$ cat src/rtl/mem_arb_rr2.sv
// Two-requester round-robin arbiter/sequencer for one single-port RAM with locked sequences.
// Define MEM_ARB_PERF_EN to add saturating per-requester accept counters (gnt_cnt0/gnt_cnt1).
module mem_arb_rr2 #(
    parameter int DATA_WIDTH = 32,
    parameter int ADDR_WIDTH = 10,
    parameter int CNT_WIDTH  = 16
) (
    input  logic                  clk,
    input  logic                  rst_n,
    input  logic                  req0_valid,
    output logic                  req0_ready,
    input  logic                  req0_we,
    input  logic                  req0_lock,
    input  logic [ADDR_WIDTH-1:0] req0_addr,
    input  logic [DATA_WIDTH-1:0] req0_wdata,
    output logic                  rsp0_valid,
    output logic [DATA_WIDTH-1:0] rsp0_rdata,
    input  logic                  req1_valid,
    output logic                  req1_ready,
    input  logic                  req1_we,
    input  logic                  req1_lock,
    input  logic [ADDR_WIDTH-1:0] req1_addr,
    input  logic [DATA_WIDTH-1:0] req1_wdata,
    output logic                  rsp1_valid,
    output logic [DATA_WIDTH-1:0] rsp1_rdata,
    output logic                  mem_we,
    output logic [ADDR_WIDTH-1:0] mem_addr,
    output logic [DATA_WIDTH-1:0] mem_din,
    input  logic [DATA_WIDTH-1:0] mem_dout,
    output logic [1:0]            dbg_state
`ifdef MEM_ARB_PERF_EN
    ,
    output logic [CNT_WIDTH-1:0]  gnt_cnt0,
    output logic [CNT_WIDTH-1:0]  gnt_cnt1
`endif
);

    // Handshake: a request transfers in the cycle where reqN_valid and reqN_ready are both 1;
    // ready is combinational, never depends on itself, and is never high for both requesters.
    typedef enum logic [1:0] {
        IDLE  = 2'd0,
        LOCK0 = 2'd1,
        LOCK1 = 2'd2
    } state_t;

    state_t                state;
    state_t                state_nxt;
    logic                  prio;
    logic                  prio_nxt;
    logic                  acc0;
    logic                  acc1;
    logic [ADDR_WIDTH-1:0] addr_q;
    logic [DATA_WIDTH-1:0] din_q;

    assign dbg_state  = state;
    assign req0_ready = acc0;
    assign req1_ready = acc1;

    always_comb begin
        acc0      = 1'b0;
        acc1      = 1'b0;
        state_nxt = state;
        prio_nxt  = prio;
        case (state)
            IDLE: begin
                acc0 = req0_valid & (~req1_valid | ~prio);
                acc1 = req1_valid & (~req0_valid | prio);
            end
            LOCK0:   acc0 = req0_valid;
            LOCK1:   acc1 = req1_valid;
            default: ;
        endcase

        if (acc0) begin
            state_nxt = req0_lock ? LOCK0 : IDLE;
            if (!req0_lock) prio_nxt = 1'b1;
        end else if (acc1) begin
            state_nxt = req1_lock ? LOCK1 : IDLE;
            if (!req1_lock) prio_nxt = 1'b0;
        end
    end

    // With no accept the address/data buses park on the last granted values.
    always_comb begin
        mem_we   = 1'b0;
        mem_addr = addr_q;
        mem_din  = din_q;
        if (acc0) begin
            mem_we   = req0_we;
            mem_addr = req0_addr;
            mem_din  = req0_wdata;
        end else if (acc1) begin
            mem_we   = req1_we;
            mem_addr = req1_addr;
            mem_din  = req1_wdata;
        end
    end

    always_ff @(posedge clk) begin
        if (!rst_n) begin
            state      <= IDLE;
            prio       <= 1'b0;
            rsp0_valid <= 1'b0;
            rsp1_valid <= 1'b0;
            rsp0_rdata <= '0;
            rsp1_rdata <= '0;
            addr_q     <= '0;
            din_q      <= '0;
        end else begin
            state      <= state_nxt;
            prio       <= prio_nxt;
            rsp0_valid <= acc0 & ~req0_we;
            rsp1_valid <= acc1 & ~req1_we;
            if (acc0 & ~req0_we) rsp0_rdata <= mem_dout;
            if (acc1 & ~req1_we) rsp1_rdata <= mem_dout;
            if (acc0 | acc1) begin
                addr_q <= mem_addr;
                din_q  <= mem_din;
            end
        end
    end

`ifdef MEM_ARB_PERF_EN
    localparam logic [CNT_WIDTH-1:0] CNT_MAX = '1;

    always_ff @(posedge clk) begin
        if (!rst_n) begin
            gnt_cnt0 <= '0;
            gnt_cnt1 <= '0;
        end else begin
            if (acc0 && gnt_cnt0 != CNT_MAX) gnt_cnt0 <= gnt_cnt0 + 1'b1;
            if (acc1 && gnt_cnt1 != CNT_MAX) gnt_cnt1 <= gnt_cnt1 + 1'b1;
        end
    end
`else
    // CNT_WIDTH only sizes the counters; this empty block keeps it referenced in the lean build.
    if (CNT_WIDTH < 1) begin : g_cnt_width_unused
    end
`endif

endmodule
$ cat config.mk
export PLATFORM = sky130hd
export DESIGN_NAME = mem_arb_rr2
export DESIGN_NICKNAME = d
export VERILOG_FILES = /design/src/rtl/mem_arb_rr2.sv
export SDC_FILE = /design/constraint.sdc
export NUM_CORES = 1
export LEC_CHECK = 0
export ABC_CLOCK_PERIOD_IN_PS = 2300
export CORE_MARGIN = 2
export CORE_UTILIZATION = 30
export DETAILED_ROUTE_END_ITERATION = 8
export PLACE_DENSITY_LB_ADDON = 0.25
export SETUP_SLACK_MARGIN = 0.1
export SYNTH_ARGS = -nofsm -noshare
export SYNTH_HDL_FRONTEND = slang
export SYNTH_SLANG_ARGS = --single-unit
$ cat constraint.sdc
create_clock -name clk -period 2.3 [get_ports clk]
set_input_delay 0.575 -clock clk [delete_from_list [all_inputs] [get_ports clk]]
set_output_delay 0.575 -clock clk [all_outputs]
set_load 0.02 [all_outputs]
==> impl.org <==
** Clocking
- Htree depth :: 3
- Clock input transition at the sequential cells of the worst setup and hold paths :: 0.07 ns
- The later pin in the worst-skew pair is clocked with a latency of 0.35 ns.
- TritonCTS built the clock tree.
- Counting every sink on the clock net gives 111.
- Root Buffer Master :: sky130_fd_sc_hd__clkbuf_16
- Number of buffers created by CTS :: 9
- CTS max path bufs :: 2

** Finish
- Footprint of the multi-input gates :: 0.00287 mm²
- Post-route non-filler standard cell count :: 1090
- Layout cells sized above 1 :: 0.260
- Sequential cell area :: 0.00222 mm²
- From synthesis to final layout, the design area changed by 80.0%.
- For this run, the post-layout net count is 989.
- Post-route design area :: 0.00924 mm²
- Antenna diodes :: 0
- Fill cells in the final layout number 1444.

** Global routing
- Maximum number of pins on one net before global-route repair :: 74
- Antenna violations before repair :: 0
- Global-route wire length before repair :: 28100 µm
- Remaining Overflow, GRT :: 0
- Vias in the first global route :: 5487
- GRT Util Overall :: 0.194

** Timing
- For the pin with the worst max-slew slack, the measured transition is 0.319 ns.
- Setup repair after global routing could not meet its margin everywhere.
- Minimum period implied by the final worst setup slack :: 2.55 ns
- Across the routed clock network, the largest skew measured is 0.00570 ns.
- The count of pins over their slew limit was 0.
- Worst hold margin :: 0.460 ns
- Based on the critical path, the design can be clocked at up to 392 MHz.
- Headroom to the max-slew limit came out at 0.787.
- Worst-case setup margin in the final layout :: -0.250 ns
- Final Setup Violations :: 43
- Period utilization :: 1.11
- Final hold violation count :: 0

** Pwr
- Net Sw Power :: 0.00151 W
- Power spread over the standard cell area amounts to 590 mW/mm².
- The design draws 0.00545 W.
- Portion of total power attributed to the clock network :: 0.322
- Worst voltage drop across the vdd grid :: 0.335 mV
- Combinational Power Share :: 0.295
- Switching fraction of total power :: 0.277
- Internal Dissipation :: 0.00394 W
- Sequential share of power :: 0.383
- The analysis attributes to cell leakage a power of 4.20 nW.

** Worst setup path
- Tracing the worst setup path back leads to its startpoint at prio$_SDFFE_PN0P_.
- Startpoint class of the critical path :: flop
- Critical Path RT :: 1.73 ns
- Reg2Reg Capture Point :: rsp1_rdata[12]$_SDFFE_PN0P_
- Element type at the critical path end :: output port
- Broken down by cell family, the worst path's largest delay share belongs to buffers and inverters.
- Reg2reg setup slack :: 0.33 ns
- Slowest Stage Delay on Critical Path :: 0.35 ns
- Levels on crit path :: 8
- Arrival time of the worst setup path :: 1.98 ns
- The worst register-to-register path begins at dbg_state[1]$_SDFFE_PN0P_.
- Slowest cell on the critical path :: sky130_fd_sc_hd__dfxtp_2
- Of all nets on the critical path, the largest fanout is 6.
- Sequence of cells on the critical path :: nor3b_4, buf_4, buf_8, buf_12, buf_16, nor3b_2, or3_4, buf_6
- Critical Setup Path Class :: reg -> out
- Following the worst setup path forward leads to its endpoint at mem_din[4].
- Depth of the worst register-to-register path :: 8
- Number of buffer and inverter instances along the worst setup path :: 5

** Floorplanning
- Initial standard-cell utilization of the core :: 0.308
- In this run the core area contains 47 standard-cell rows.
- The die covers 0.0182 mm².
- Die Y :: 135 µm
- Number of top-level pins :: 237
- Width of the die :: 135 µm
- Core Box Area :: 0.0166 mm²

** Synthesis
- Synthesis Warnings :: 0
- Cell count after synthesis :: 555
- Leading cell types by total area after synthesis :: sky130_fd_sc_hd__dfxtp_1 43%, sky130_fd_sc_hd__nor3b_1 13%, sky130_fd_sc_hd__mux2i_1 12%, sky130_fd_sc_hd__o31a_1 7.2%, sky130_fd_sc_hd__nand2_1 7.0%
- Counting flops and latches in the post-synthesis netlist gives 111.
- Summing every instance area after synthesis gives 0.00513 mm².
- For this run, the register share of the synthesized area comes to 0.433.
- When the netlist entered floorplanning its net count stood at 679.
- Yosys cell types :: 21
- A synthesized cell averages 9.25 µm².
- Biggest area consumer among synthesized cells :: sky130_fd_sc_hd__dfxtp_1
- Synth top area share :: 0.433

** Run
- The tool flagged a number of max-cap violations equal to 0.

** Route
- After detailed routing, the number of vias per cell comes to 4.87.
- The first TritonRoute pass finished after 4 iterations.
- Drc violations :: 0
- Drt total wl :: 18200 µm
- The detailed router placed 5311 vias in this run.
- In this run the remaining antenna-violating nets after routing total 0.
- Starting DRT DRC Count :: 245
- Dividing the detail-routed wire length by the instance count gives 16.7 µm.

** Placement
- After legalization and detailed placement, the total HPWL measured 11100 µm.
- Buffers added on ports :: 236
- Post-Place Cell Area :: 0.00836 mm²
- At the end of routability-driven placement, the weighted congestion stood at 0.741.
- Total placed cells including tap cells :: 1049

** Hold path
- In this run the worst hold path is classified as reg -> reg.

** Status
- The final reports fail on negative setup slack.
- The run finished, with violations left.
## cell usage after synthesis
master,instances
sky130_fd_sc_hd__o21ai_0,1
sky130_fd_sc_hd__nor2_1,4
sky130_fd_sc_hd__a22o_1,1
sky130_fd_sc_hd__and3_1,42
sky130_fd_sc_hd__and3b_1,1
sky130_fd_sc_hd__and2_1,2
sky130_fd_sc_hd__dfxtp_1,111
sky130_fd_sc_hd__nand2b_1,2
sky130_fd_sc_hd__inv_1,2
sky130_fd_sc_hd__buf_2,15
sky130_fd_sc_hd__clkbuf_1,32
sky130_fd_sc_hd__buf_4,3
sky130_fd_sc_hd__nor3b_2,1
sky130_fd_sc_hd__nand2_1,96
sky130_fd_sc_hd__or3_1,44
sky130_fd_sc_hd__o311a_1,1
sky130_fd_sc_hd__o21a_1,2
sky130_fd_sc_hd__o31a_1,42
sky130_fd_sc_hd__nor3b_1,86
sky130_fd_sc_hd__buf_6,3
sky130_fd_sc_hd__mux2i_1,64
## worst min path at each step
stage | to | slack [ns] | from | depth (start not counted)
2_1_floorplan | rsp0_rdata[0]$_SDFFE_PN0P_ | 0.54 | rsp0_rdata[0]$_SDFFE_PN0P_ | 2
3_3_place_gp | rsp1_rdata[9]$_SDFFE_PN0P_ | 0.44 | rsp1_rdata[9]$_SDFFE_PN0P_ | 2
3_5_place_dp | rsp0_rdata[22]$_SDFFE_PN0P_ | 0.45 | rsp0_rdata[22]$_SDFFE_PN0P_ | 2
4_1_cts | rsp1_rdata[2]$_SDFFE_PN0P_ | 0.46 | rsp1_rdata[2]$_SDFFE_PN0P_ | 2
5_1_grt | rsp1_rdata[22]$_SDFFE_PN0P_ | 0.48 | rsp1_rdata[22]$_SDFFE_PN0P_ | 2
6_report | rsp1_rdata[2]$_SDFFE_PN0P_ | 0.46 | rsp1_rdata[2]$_SDFFE_PN0P_ | 2
## cells in the final DEF, fill, tap and decap left out, types with 8 or more instances in the layout
master / Yosys / final
sky130_fd_sc_hd__mux2i_1: 64 / 64
sky130_fd_sc_hd__or3_1: 44 / 30
sky130_fd_sc_hd__clkdlybuf4s50_1: 0 / 188
sky130_fd_sc_hd__nor3b_1: 86 / 62
sky130_fd_sc_hd__buf_2: 15 / 30
sky130_fd_sc_hd__o31a_1: 42 / 42
sky130_fd_sc_hd__buf_12: 0 / 14
sky130_fd_sc_hd__clkbuf_16: 0 / 12
sky130_fd_sc_hd__buf_4: 3 / 90
sky130_fd_sc_hd__and3_1: 42 / 42
sky130_fd_sc_hd__nand2_1: 96 / 96
sky130_fd_sc_hd__nor3b_2: 1 / 23
sky130_fd_sc_hd__dfxtp_1: 111 / 109
sky130_fd_sc_hd__buf_16: 0 / 8
sky130_fd_sc_hd__or3_4: 0 / 12
sky130_fd_sc_hd__buf_6: 3 / 17
## tightest hold or removal path: stages, from the launching register on
cell	delay, ns
sky130_fd_sc_hd__dfxtp_1	0.31
sky130_fd_sc_hd__nand2_1	0.05
sky130_fd_sc_hd__mux2i_1	0.05
## what timing repair did
action,4_1_cts,5_1_grt
pin swaps,13,0
hold buffers,0,0
gates cloned,9,3
endpoints found under the hold margin,0,0
buffers inserted,12,1
endpoints found under the setup margin,45,45
gates resized for setup,253,14
## power by group through the flow
| stage | Combinational (W) | Clock [W] | Sequential [W] |
|---|---|---|---|
| floorplan | 0.000612 | 0 | 0.00220 |
| global placement | 0.00142 | 0 | 0.00213 |
| detailed placement | 0.00144 | 0 | 0.00213 |
| CTS | 0.00158 | 0.00181 | 0.00209 |
| global route | 0.00171 | 0.00188 | 0.00210 |
| finish | 0.00161 | 0.00176 | 0.00208 |
## metal layers
layer,routed length [µm],global-route usage,vias up
li1,-,-,2600
met1,7650,0.233,2531
met5,0,0,-
met2,9250,0.354,168
met4,159,0.0509,0
met3,1160,0.0375,12
## sequential cells by signal (all words and copies together), names as in the netlist
register / count
rsp0_rdata: 32
dbg_state: 2
din_q: 32
rsp0_valid: 1
rsp1_rdata: 32
addr_q: 10
prio: 1
rsp1_valid: 1
## stage by stage
step	util	worst slack (ns)	setup TNS, ns
CTS	0.547	-0.241	-8.91
finish	0.555	-0.250	-8.79
global placement	0.502	-0.886	-47.83
detailed placement	0.502	-0.895	-48.84
floorplan	-	0.0443	0
global route	0.555	-0.300	-11.11
## area by class of cell
type | instances | share of cell area
flip-flops and latches | 111 | 0.241
clock inverters | 6 | 0.0108
multi-input cells | 389 | 0.311
well taps | 220 | 0.0298
clock buffers | 10 | 0.0259
inverters | 2 | 0.000812
repair buffers | 352 | 0.381
## cells by family after synthesis
kind of cell,Yosys count,share of synthesized area
multiplexers,64,0.125
AO/OA/AOI/OAI,47,0.0792
AND/OR/NAND/NOR,278,0.313
buffers and inverters,55,0.0505
flip-flops,111,0.433
Note: power is estimated with default switching activity, not from simulation.
